$ cat src/rtl/pc_fetch_pkg.sv
// Shared types and constants for the PC fetch controller: FSM states,
// PC increment and redirect priority ranking.
package pc_fetch_pkg;

    typedef enum logic [1:0] {
        ST_BOOT,
        ST_ISSUE,
        ST_STALL
    } fetch_state_e;

    localparam int unsigned PC_INC = 4;

    // Numeric order is the priority order; a larger value wins.
    typedef enum logic [1:0] {
        PRIO_NONE = 2'd0,
        PRIO_BR   = 2'd1,
        PRIO_JMP  = 2'd2,
        PRIO_EXC  = 2'd3
    } redir_prio_e;

endpackage

$ cat src/rtl/pc_redirect_mux.sv
// Combinational next-PC selection: exc > jmp > branch > pending > pc+4.
// Define PC_FETCH_ALIGN_CHK_EN to trap misaligned jmp/branch targets to EXC_VEC.
module pc_redirect_mux
    import pc_fetch_pkg::*;
#(
    parameter int unsigned     B       = 32,
    parameter logic [B-1:0]    EXC_VEC = 32'h8000_0180
) (
    input  logic        exc,
    input  logic        jmp,
    input  logic [B-1:0] jmp_target,
    input  logic        br_taken,
    input  logic [B-1:0] br_target,
    input  redir_prio_e pend_prio,
    input  logic [B-1:0] pend_target,
    input  logic [B-1:0] pc_cur,
    output redir_prio_e redir_prio,
    output logic [B-1:0] redir_target,
    output logic [B-1:0] next_pc,
    output logic        align_err
);

`ifdef PC_FETCH_ALIGN_CHK_EN
    logic misaligned;
`endif

    always_comb begin
        redir_prio   = PRIO_NONE;
        redir_target = '0;
        align_err    = 1'b0;
`ifdef PC_FETCH_ALIGN_CHK_EN
        misaligned   = 1'b0;
`endif
        if (exc) begin
            redir_prio   = PRIO_EXC;
            redir_target = EXC_VEC;
        end else if (jmp) begin
            redir_prio   = PRIO_JMP;
            redir_target = jmp_target;
`ifdef PC_FETCH_ALIGN_CHK_EN
            misaligned   = |jmp_target[1:0];
`endif
        end else if (br_taken) begin
            redir_prio   = PRIO_BR;
            redir_target = br_target;
`ifdef PC_FETCH_ALIGN_CHK_EN
            misaligned   = |br_target[1:0];
`endif
        end

`ifdef PC_FETCH_ALIGN_CHK_EN
        if (misaligned) begin
            redir_target = EXC_VEC;
            align_err    = 1'b1;
        end
`endif

        if (redir_prio != PRIO_NONE) begin
            next_pc = redir_target;
        end else if (pend_prio != PRIO_NONE) begin
            next_pc = pend_target;
        end else begin
            next_pc = pc_cur + B'(PC_INC);
        end
    end

endmodule

$ cat src/rtl/pc_fetch_ctrl.sv
// Fetch sequencer driving an external PC register and instruction memory.
// Optional PC_FETCH_ALIGN_CHK_EN enables misaligned-target trapping in the mux.
module pc_fetch_ctrl
    import pc_fetch_pkg::*;
#(
    parameter int unsigned  B         = 32,
    parameter logic [B-1:0] RESET_VEC = 32'h0040_0000,
    parameter logic [B-1:0] EXC_VEC   = 32'h8000_0180
) (
    input  logic         clk,
    input  logic         rst_n,
    input  logic [B-1:0] pc_cur,
    output logic [B-1:0] pc_next,
    output logic         pc_load,
    output logic         imem_req,
    output logic [B-1:0] imem_addr,
    input  logic         imem_ack,
    output logic         instr_valid,
    input  logic         stall,
    input  logic         br_taken,
    input  logic [B-1:0] br_target,
    input  logic         jmp,
    input  logic [B-1:0] jmp_target,
    input  logic         exc,
    output logic         align_err
);

    fetch_state_e state_q, state_d;
    redir_prio_e  pend_prio_q, pend_prio_d;
    logic [B-1:0] pend_tgt_q, pend_tgt_d;

    redir_prio_e  redir_prio;
    logic [B-1:0] redir_target;
    logic [B-1:0] mux_next;
    logic         mux_align_err;

    pc_redirect_mux #(
        .B       (B),
        .EXC_VEC (EXC_VEC)
    ) u_mux (
        .exc          (exc),
        .jmp          (jmp),
        .jmp_target   (jmp_target),
        .br_taken     (br_taken),
        .br_target    (br_target),
        .pend_prio    (pend_prio_q),
        .pend_target  (pend_tgt_q),
        .pc_cur       (pc_cur),
        .redir_prio   (redir_prio),
        .redir_target (redir_target),
        .next_pc      (mux_next),
        .align_err    (mux_align_err)
    );

    // Outputs react to ack/redirects in the same cycle, so they are combinational;
    // gating with rst_n keeps them at zero for the whole reset assertion.
    always_comb begin
        state_d     = state_q;
        pend_prio_d = pend_prio_q;
        pend_tgt_d  = pend_tgt_q;
        pc_load     = 1'b0;
        pc_next     = '0;
        imem_req    = 1'b0;
        imem_addr   = '0;
        instr_valid = 1'b0;
        align_err   = 1'b0;
        if (rst_n) begin
            unique case (state_q)
                ST_BOOT: begin
                    pc_load = 1'b1;
                    pc_next = RESET_VEC;
                    state_d = ST_ISSUE;
                end
                ST_ISSUE: begin
                    imem_req  = 1'b1;
                    imem_addr = pc_cur;
                    align_err = mux_align_err;
                    if (imem_ack) begin
                        pc_load     = 1'b1;
                        pc_next     = mux_next;
                        instr_valid = (redir_prio == PRIO_NONE) && (pend_prio_q == PRIO_NONE);
                        pend_prio_d = PRIO_NONE;
                        state_d     = stall ? ST_STALL : ST_ISSUE;
                    end else if ((redir_prio != PRIO_NONE) && (redir_prio >= pend_prio_q)) begin
                        pend_prio_d = redir_prio;
                        pend_tgt_d  = redir_target;
                    end
                end
                ST_STALL: begin
                    align_err = mux_align_err;
                    if (redir_prio != PRIO_NONE) begin
                        pc_load     = 1'b1;
                        pc_next     = redir_target;
                        pend_prio_d = PRIO_NONE;
                    end
                    if (!stall) begin
                        state_d = ST_ISSUE;
                    end
                end
                default: state_d = ST_BOOT;
            endcase
        end
    end

    always_ff @(posedge clk or negedge rst_n) begin
        if (!rst_n) begin
            state_q     <= ST_BOOT;
            pend_prio_q <= PRIO_NONE;
            pend_tgt_q  <= '0;
        end else begin
            state_q     <= state_d;
            pend_prio_q <= pend_prio_d;
            pend_tgt_q  <= pend_tgt_d;
        end
    end

endmodule

$ cat config.mk
export PLATFORM = sky130hd
export DESIGN_NAME = pc_fetch_ctrl
export DESIGN_NICKNAME = d
export VERILOG_FILES = /design/src/rtl/pc_fetch_pkg.sv /design/src/rtl/pc_redirect_mux.sv /design/src/rtl/pc_fetch_ctrl.sv
export SDC_FILE = /design/constraint.sdc
export NUM_CORES = 1
export LEC_CHECK = 0
export CORE_AREA = 2 2 103 105
export CTS_CLUSTER_DIAMETER = 200
export CTS_CLUSTER_SIZE = 24
export DETAILED_ROUTE_END_ITERATION = 12
export DIE_AREA = 0 0 105 107
export GPL_ROUTABILITY_DRIVEN = 0
export PLACE_DENSITY = 0.8
export SKIP_CTS_REPAIR_TIMING = 1
export SLEW_MARGIN = 5
export SYNTH_ARGS = -nofsm -noshare
export SYNTH_HDL_FRONTEND = slang
export SYNTH_HIERARCHICAL = 1
export SYNTH_SLANG_ARGS = --single-unit
$ cat constraint.sdc
create_clock -name clk -period 6.18 [get_ports clk]
set_input_delay 0.618 -clock clk [delete_from_list [all_inputs] [get_ports clk]]
set_output_delay 0.618 -clock clk [all_outputs]
set_load 0.05 [all_outputs]
==> results of run 1 <==
registers in the layout, summed over array words and instances (netlist names):
name / count
pend_prio_q: 2
pend_tgt_q: 32
state_q: 2
report_power, final:
| group | leakage (nW) | internal, W | switching [W] | total, W |
|---|---|---|---|---|
| clock | 0.0445 | 0.0000909 | 0.0000970 | 0.000188 |
| sequential | 0.467 | 0.000329 | 0.0000612 | 0.000390 |
| combinational | 1.92 | 0.000417 | 0.000604 | 0.00102 |
| total | 2.43 | 0.000837 | 0.000763 | 0.00160 |
routing by layer:
layer | global-route usage (%) | part of all wire (%) | vias to the layer above
met3 | 5.35 | 8.3 | 30
met4 | 8.95 | 2.7 | 0
met1 | 32.6 | 42 | 2181
li1 | - | - | 2090
met5 | 0 | 0 | -
met2 | 44.5 | 47 | 234
cells in the mapped netlist, types with 3 or more instances:
cell type                  count  share of area (%)
sky130_fd_sc_hd__nor4_1        3               0.47
sky130_fd_sc_hd__ha_1          7                2.2
sky130_fd_sc_hd__mux2_2        5                1.4
sky130_fd_sc_hd__xor2_1       11                2.4
sky130_fd_sc_hd__nand4_1       7                1.1
sky130_fd_sc_hd__xnor2_1      10                2.2
sky130_fd_sc_hd__or2_2         6               0.95
sky130_fd_sc_hd__nand2_1      16                1.5
sky130_fd_sc_hd__nand3_1      13                1.6
sky130_fd_sc_hd__dfrtp_1      36                 23
sky130_fd_sc_hd__mux2i_1       5                1.3
sky130_fd_sc_hd__o22ai_1      12                1.9
sky130_fd_sc_hd__buf_2         3               0.38
sky130_fd_sc_hd__nor3_1        8                1.0
sky130_fd_sc_hd__buf_12        3                1.5
sky130_fd_sc_hd__inv_1         6               0.57
sky130_fd_sc_hd__nor2b_1       3               0.47
sky130_fd_sc_hd__a21o_1        5               0.95
sky130_fd_sc_hd__nand2b_1      5               0.79
sky130_fd_sc_hd__a22oi_1      59                 11
sky130_fd_sc_hd__and3_1       38                6.0
sky130_fd_sc_hd__nor2_1       77                7.3
sky130_fd_sc_hd__a31oi_1       6               0.95
sky130_fd_sc_hd__mux2_4       28                 11
sky130_fd_sc_hd__clkbuf_8      5                1.7
sky130_fd_sc_hd__clkbuf_1     29                2.7
sky130_fd_sc_hd__a21oi_1      20                2.5
sky130_fd_sc_hd__o21ai_0      22                2.8
sky130_fd_sc_hd__a221o_1       6                1.5
sky130_fd_sc_hd__and4_1        3               0.66
area by class of cell:
cell class                      count  area share (%)
Timing Repair Buffer              179            29.8
Tap cell                          136            3.03
Clock inverter                      1           0.134
Inverter                            6           0.401
Multi-Input combinational cell    400            49.1
Clock buffer                        7            1.54
Sequential cell                    36            16.0
metrics by stage:
| stage | hold WS, ns | setup slack [ns] | total power [W] | cell area (um^2) |
|---|---|---|---|---|
| floorplan | 0.322 | 2.61 | 0.00110 | 3970 |
| global placement | 0.483 | 2.13 | 0.00137 | 5530 |
| detailed placement | 0.493 | 2.07 | 0.00140 | 5530 |
| CTS | 0.345 | 2.05 | 0.00159 | 5620 |
| global route | 0.370 | 1.81 | 0.00168 | 5620 |
| finish | 0.331 | 2.00 | 0.00160 | 5620 |
worst register-to-register path: cells and delay by family, from the launching register on:
| kind | cells | cell delay (ns) |
|---|---|---|
| buf+inv | 3 | 0.85 |
| mux | 1 | 0.35 |
| fa+ha+maj | 1 | 0.50 |
| simple gates | 2 | 1.10 |
| flops | 1 | 0.41 |
worst min-delay path by stage:
stage                endpoint  slack, ns  depth (start not counted)
3_3_place_gp   pend_tgt_q[20]       0.48                          1
2_1_floorplan  pend_prio_q[0]       0.32                          0
3_5_place_dp    pend_tgt_q[8]       0.49                          1
5_1_grt        pend_tgt_q[21]       0.37                          1
4_1_cts        pend_tgt_q[21]       0.35                          1
6_report       pend_tgt_q[21]       0.33                          1
kinds of logic after synthesis:
kind of cell    Yosys count  share of synthesized area (%)
flops                    36                           22.7
compound gates          139                           23.6
mux                      38                           13.3
buf+inv                  52                           8.07
fa+ha+maj                 7                           2.21
xor+xnor                 21                           4.63
other cells               1                         0.0944
simple gates            194                           25.4
==> results by stage, run 1 <==
Status:
- The flow ran to the end, and the final reports show no timing, DRC or antenna violations.

GRT:
- The aggregate global-route resource usage is 26.0%.
- The via count of the first global-routing pass was 4492.
- The first global-routing pass estimated 23600 um of wire.
- Summed over all layers, the global routing overflow is 0.
- The pin count of the biggest net entering global routing is 47.
- The initial antenna violation count is 0.

Layout:
- Summing all multi-input logic gate instances after layout gives 0.00276 mm^2.
- Registers take 901 um^2.
- The final non-filler cell total is 765.
- The filler cell count is 965.
- In the layout the commonest cells are sky130_fd_sc_hd__clkdlybuf4s50_1, sky130_fd_sc_hd__nor2_1, sky130_fd_sc_hd__a22oi_1, sky130_fd_sc_hd__buf_4, sky130_fd_sc_hd__and3_1.
- After the last flow step, the layout net total stands at 738.
- Leaving out fill and tap cells, the most frequent cell in the layout is sky130_fd_sc_hd__clkdlybuf4s50_1.
- Of the cells placed in the final design, the portion with a size suffix greater than 1 is 15.9%.
- The final design utilization is 55.7%.
- The synthesis-to-finish area growth is 41.5%.
- The number of antenna diodes in the final layout is 0.

Placed design:
- The total instance count after detailed placement is 757.
- Input and output buffers added on the ports amount to 169.
- Summed over all nets, the half-perimeter wirelength after detailed placement is 10400 um.

Pwr:
- For this design the static power due to leakage is 2.43 nW.
- The ratio of total power to cell area is 285 mW/mm^2.
- The maximum ir drop on the vdd rail is 0.132 mV.

CTS:
- TritonCTS built the clock tree.
- No sink is reached through more buffers than the 2 on the longest clock path.
- The clock root buffer is sky130_fd_sc_hd__clkbuf_8.
- In this run the number of H-tree levels came out at 2.
- The tree built by TritonCTS fans out to 36 sinks.
- The clock edge transition at the registers on the reported setup and hold paths is 0.09 ns.
- In this run, CTS created clock tree buffers numbering 5.
- The later pin in the worst-skew pair is clocked with a latency of 0.30 ns.

Timing:
- Setup repair after global routing left no endpoint under its margin.
- The slew at the pin closest to its max-slew limit is 0.989 ns.
- Static timing analysis puts the maximum clock frequency at 239 MHz.
- The number of endpoints with negative hold slack in the final report was 0.
- Of the available clock period, the critical path in the final layout requires 67.6%.
- After routing, the total negative slack on setup checks comes to 0 ns.
- Setup violations remaining at the end of the flow were counted as 0.
- For the final database, setup skew stands at 0.0114 ns.
- The worst slew slack as a fraction of its limit is 33.5%.
- The final-report max-slew violation count is 0.
- The worst path in the final design needs a cycle of 4.18 ns, including I/O delays and setup.

Drt:
- For this block, the routed nets add up to 14800 um of wire.
- In the final routed layout, each cell accounts on average for 19.4 um.
- Across all layers, the routed design uses 4535 vias.
- The count of nets left with antenna violations once routing finished came out at 0.
- The first TritonRoute pass finished after 6 iterations.
- The number of DRC violations after detailed routing is 0.
- The detailed router finished its first iteration with 322 violations.
- The number of vias per cell after detailed routing is 5.93.

Floorplanning:
- The die area is 0.0112 mm^2.
- Once the floorplan was initialized, standard cells occupied 39.4% of the core.
- The die extent in y is 107 um.
- The core region is 0.0101 mm^2.
- The I/O pin count is 171.
- From left edge to right edge, the die measures 105 um.
- The floorplan has 37 rows.

Yosys:
- The synthesized area is 0.00397 mm^2.
- The number of distinct library cells after synthesis is 55.
- Among all flip-flop cells after synthesis, the most frequent one is sky130_fd_sc_hd__dfrtp_1.
- Counting every instance in the synthesized netlist gives 488.
- The synthesized design contains 0 enable-type register cells.
- The synthesized netlist net count is 598.
- The async set or reset register ratio after synthesis is 100%.
- The mean instance size in the synthesized netlist is 8.14 um^2.
- After synthesis, flip-flops and latches occupy 22.7% of the total area.
- The count of state elements after synthesis is 36.
- The Yosys step of the flow raised 6 warnings.

Critical path:
- At the worst endpoint, the required time is 5.56 ns.
- The arrival time of data at the critical path endpoint is 3.56 ns.
- By instance count, the cell type seen most on the critical path is sky130_fd_sc_hd__nand4_1.
- The delay of the slowest cell on the worst path is 0.88 ns.
- STA classifies the critical path startpoint as an input pin.
- Traced cell by cell, the critical path runs through clkdlybuf4s50_1, nand4_1, nor4_2, nand4_1, xnor2_1, a221o_1, a22oi_1, nor2_1, buf_4.
- The master of the slowest instance on the critical path is sky130_fd_sc_hd__nor4_2.
- The worst register-to-register path ends at pend_tgt_q[16].
- Among cell families on the critical path, the largest total delay comes from simple AND/OR/NAND/NOR gates.
- STA classifies the critical path endpoint as a primary output.
- The critical path crosses 9 cells after its start point.
- The number of cells on the worst reg-to-reg path is 7.
- The worst register-to-register path begins at state_q[1].
- The buffer and inverter count on the worst path is 2.
- The most critical setup path has its startpoint at pc_cur[14].
- The highest fanout seen on the critical path is 11.
- By startpoint and endpoint, the worst setup path is classified as input pin to primary output.
- Following the worst setup path forward leads to its endpoint at pc_next[29].
- The worst reg-to-reg setup slack is 2.85 ns.

Min path:
- The worst hold path belongs to the class input pin to async pin.

Job:
- Across the run, the number of max-cap violations was 0.
Power figures use the tool's default switching activity.
==> inputs of run 2 (changes only) <==
- PLACE_DENSITY: 0.8 -> 0.83
- clock period: 6.18 -> 3.49 ns (I/O delays scaled with it)
==> run 2 against run 1 <==
Flip-flop and latch count stayed put. Largest cell class unchanged. Global-route usage up 0.39 points. Highest routed layer unchanged. Via count increased by 3.6%. Register-to-register slack worse by 2.1 ns. Utilization rose by 5.5 points. Critical endpoint is now pc_next[24]. Critical path depth rose by 1. Critical path type unchanged. First-iteration DRC count is 45% higher. Sequential share of layout area down 1.4 points.
==> results by stage, run 2 (synthesis gave the netlist of run 1 again) <==
Min path:
- The worst min-delay path category is input pin to async pin.

Pwr:
- The analysis attributes to cell leakage a power of 2.60 nW.
- The switching part of the total power is 45.9%.
- The share of total power dissipated in sequential elements is 23.2%.
- The internal power of the cells totals 0.00163 W.
- The total power of the final layout is 0.00301 W.
- The share of total power dissipated in the clock network is 11.1%.
- For this design the total switching power over the nets is 0.00138 W.
- The logic gate share of total power is 65.7%.
- The ratio of total power to cell area is 488 mW/mm^2.
- Across the VDD grid, the largest voltage drop is 0.206 mV.

GRT:
- Global routing used 26.4% of the available tracks across all layers.
- The wire length of the first global-routing pass is 24000 um.
- The initial antenna violation count was 0.
- Entering global routing, the biggest net connects 50 pins.
- The total overflow left after global routing is 0.
- The via count of the first global-routing pass came to 4655.

Layout:
- Of the cells placed in the final design, the portion with a size suffix greater than 1 is 17.5%.
- The number of nets at the end of the flow is 750.
- In the layout the commonest cells are sky130_fd_sc_hd__clkdlybuf4s50_1, sky130_fd_sc_hd__nor2_1, sky130_fd_sc_hd__a22oi_1, sky130_fd_sc_hd__and3_1, sky130_fd_sc_hd__buf_12.
- The number of flip-flops in the largest register is 32.
- Leaving out fill and tap cells, the most frequent cell in the layout is sky130_fd_sc_hd__clkdlybuf4s50_1.
- The area growth from synthesis to layout is 55.5%.
- In the final layout, the registers with the most flip-flops are pend_tgt_q: 32 flops, pend_prio_q: 2 flops, state_q: 2 flops.
- The filler cell count is 864.
- The number of antenna diodes in the final layout is 0.
- The top register by number of flip-flops is pend_tgt_q.

CTS:
- CTS built an H-tree with a depth of 2.
- For this design, the sink count on the clock tree is 36.
- After clock tree synthesis, the clock-pin slew on the worst setup and hold paths is 0.08 ns.
- The clock tree buffer depth is 2.
- The clock reaches the later pin of the worst-skew pair after 0.30 ns.
- The clock root buffer is sky130_fd_sc_hd__clkbuf_8.
- The CTS tree is yes.
- The number of clock buffers inserted by TritonCTS is 5.

Status:
- The run finished with clean final reports.

Timing:
- The clock period could shrink to 3.26 ns.
- Setup repair after global routing left no endpoint under its margin.
- The final critical path takes up 93.4% of the cycle.
- Clock skew on the completed layout was measured at 0.00813 ns.
- Hold timing on the final database bottoms out at a slack of 0.447 ns.
- The number of endpoints with negative hold slack in the final report came to 0.
- The total of endpoints with negative setup slack in the final report is 0.
- At the pin with the least slew margin, the transition time is 0.756 ns.
- In this run the tightest slew margin relative to its limit is 49.6%.
- Setup slack on the critical path of the routed design comes to 0.229 ns.
- The achievable clock frequency is 307 MHz.
- After routing, the total negative slack on setup checks comes to 0 ns.
- The final-report max-slew violation count is 0.

Drt:
- The top metal layer carrying routed signals is met4.
- After detailed routing, the average wire length per cell comes to 19.8 um.
- Wire segments on met3 add up to 1690 um in the final route.
- Dividing the detail-routed via count by the number of cells gives 6.06.
- The routed length on met1 is 5920 um.
- The wire length on met2 is 7340 um.
- The final layout contains routed wiring with a total length of 15300 um.
- The count of nets left with antenna violations once routing finished came out at 0.
- The detailed router finished its first iteration with 466 violations.
- The overall via count from detail_route is 4699.
- The number of DRC violations after detailed routing is 0.
- The length of the first detailed-routing pass in iterations is 5.

Critical path:
- The critical path in this run is classified as input pin to primary output.
- STA puts the critical path data arrival time at 2.91 ns.
- The endpoint kind of the worst setup timing path is a primary output.
- The endpoint required time on the critical path is 3.14 ns.
- The worst setup path is launched from an input pin.
- In this run the worst path has a maximum fanout of 8.
- Across all register-to-register paths, the minimum setup slack is 0.74 ns.

Floorplanning:
- The core region is 0.0101 mm^2.
- The die is 105 um wide.
- The floorplan has 37 rows.
- The starting density of the core is 39.4%.
- The die area is 0.0112 mm^2.
- The floorplan step set the die height to 107 um.
- 171 I/O pins were placed.

Placed design:
- The setup slack after placement is 0.296 ns.
- Buffers placed on the I/O ports in this run total 169.
- Summed over all nets, the half-perimeter wirelength after detailed placement is 11300 um.

Job:
- The number of maximum-capacitance violations is 0.
## run 2: final timing paths
kind	startpoint	endpoint	cells after the start
setup / recovery	pc_cur[2]	pc_next[24]	10
hold / removal	rst_n	pend_prio_q[0]	2
setup reg to reg	state_q[1]	pend_tgt_q[10]	6
hold reg to reg	pend_tgt_q[0]	pend_tgt_q[0]	1
max in group asynchronous	rst_n	state_q[0]	3
min in group clk	pend_tgt_q[0]	pend_tgt_q[0]	1
## run 2: area by class of cell
class,instances,area [um^2],share of cell area (%)
flip-flops and latches,36,901,14.6
well taps,136,170,2.76
inverters,6,22.5,0.365
clock buffers,7,96.3,1.56
repair buffers,191,2230,36.1
multi-input cells,400,2760,44.7
## run 2: layer usage
layer,track usage [%],vias up
met5,0,-
li1,-,2116
met1,31.1,2216
met3,6.93,34
met4,9.62,0
met2,46.3,333
## run 2: stage by stage
step	instance area [um^2]	util [%]	std cells
floorplan	3970	-	488
global placement	6070	60.1	768
detailed placement	6070	60.1	768
CTS	6170	61.1	775
global route	6180	61.2	776
finish	6180	61.2	776
## run 2: worst max-delay path: stages
cell and delay, ns:
sky130_fd_sc_hd__clkdlybuf4s50_1 0.57, sky130_fd_sc_hd__ha_1 0.25, sky130_fd_sc_hd__inv_1 0.09, sky130_fd_sc_hd__or4_4 0.62
sky130_fd_sc_hd__o31a_1 0.31, sky130_fd_sc_hd__nor3_1 0.17, sky130_fd_sc_hd__o22ai_1 0.12, sky130_fd_sc_hd__a22oi_1 0.18
sky130_fd_sc_hd__nor2_1 0.09, sky130_fd_sc_hd__buf_12 0.15
## run 2: power by group through the flow
stage,logic (W),registers [W],clock network [W]
finish,0.00198,0.000699,0.000335
global route,0.00208,0.000712,0.000358
CTS,0.00196,0.000693,0.000336
detailed placement,0.00195,0.000697,0
global placement,0.00190,0.000680,0
floorplan,0.00129,0.000662,0
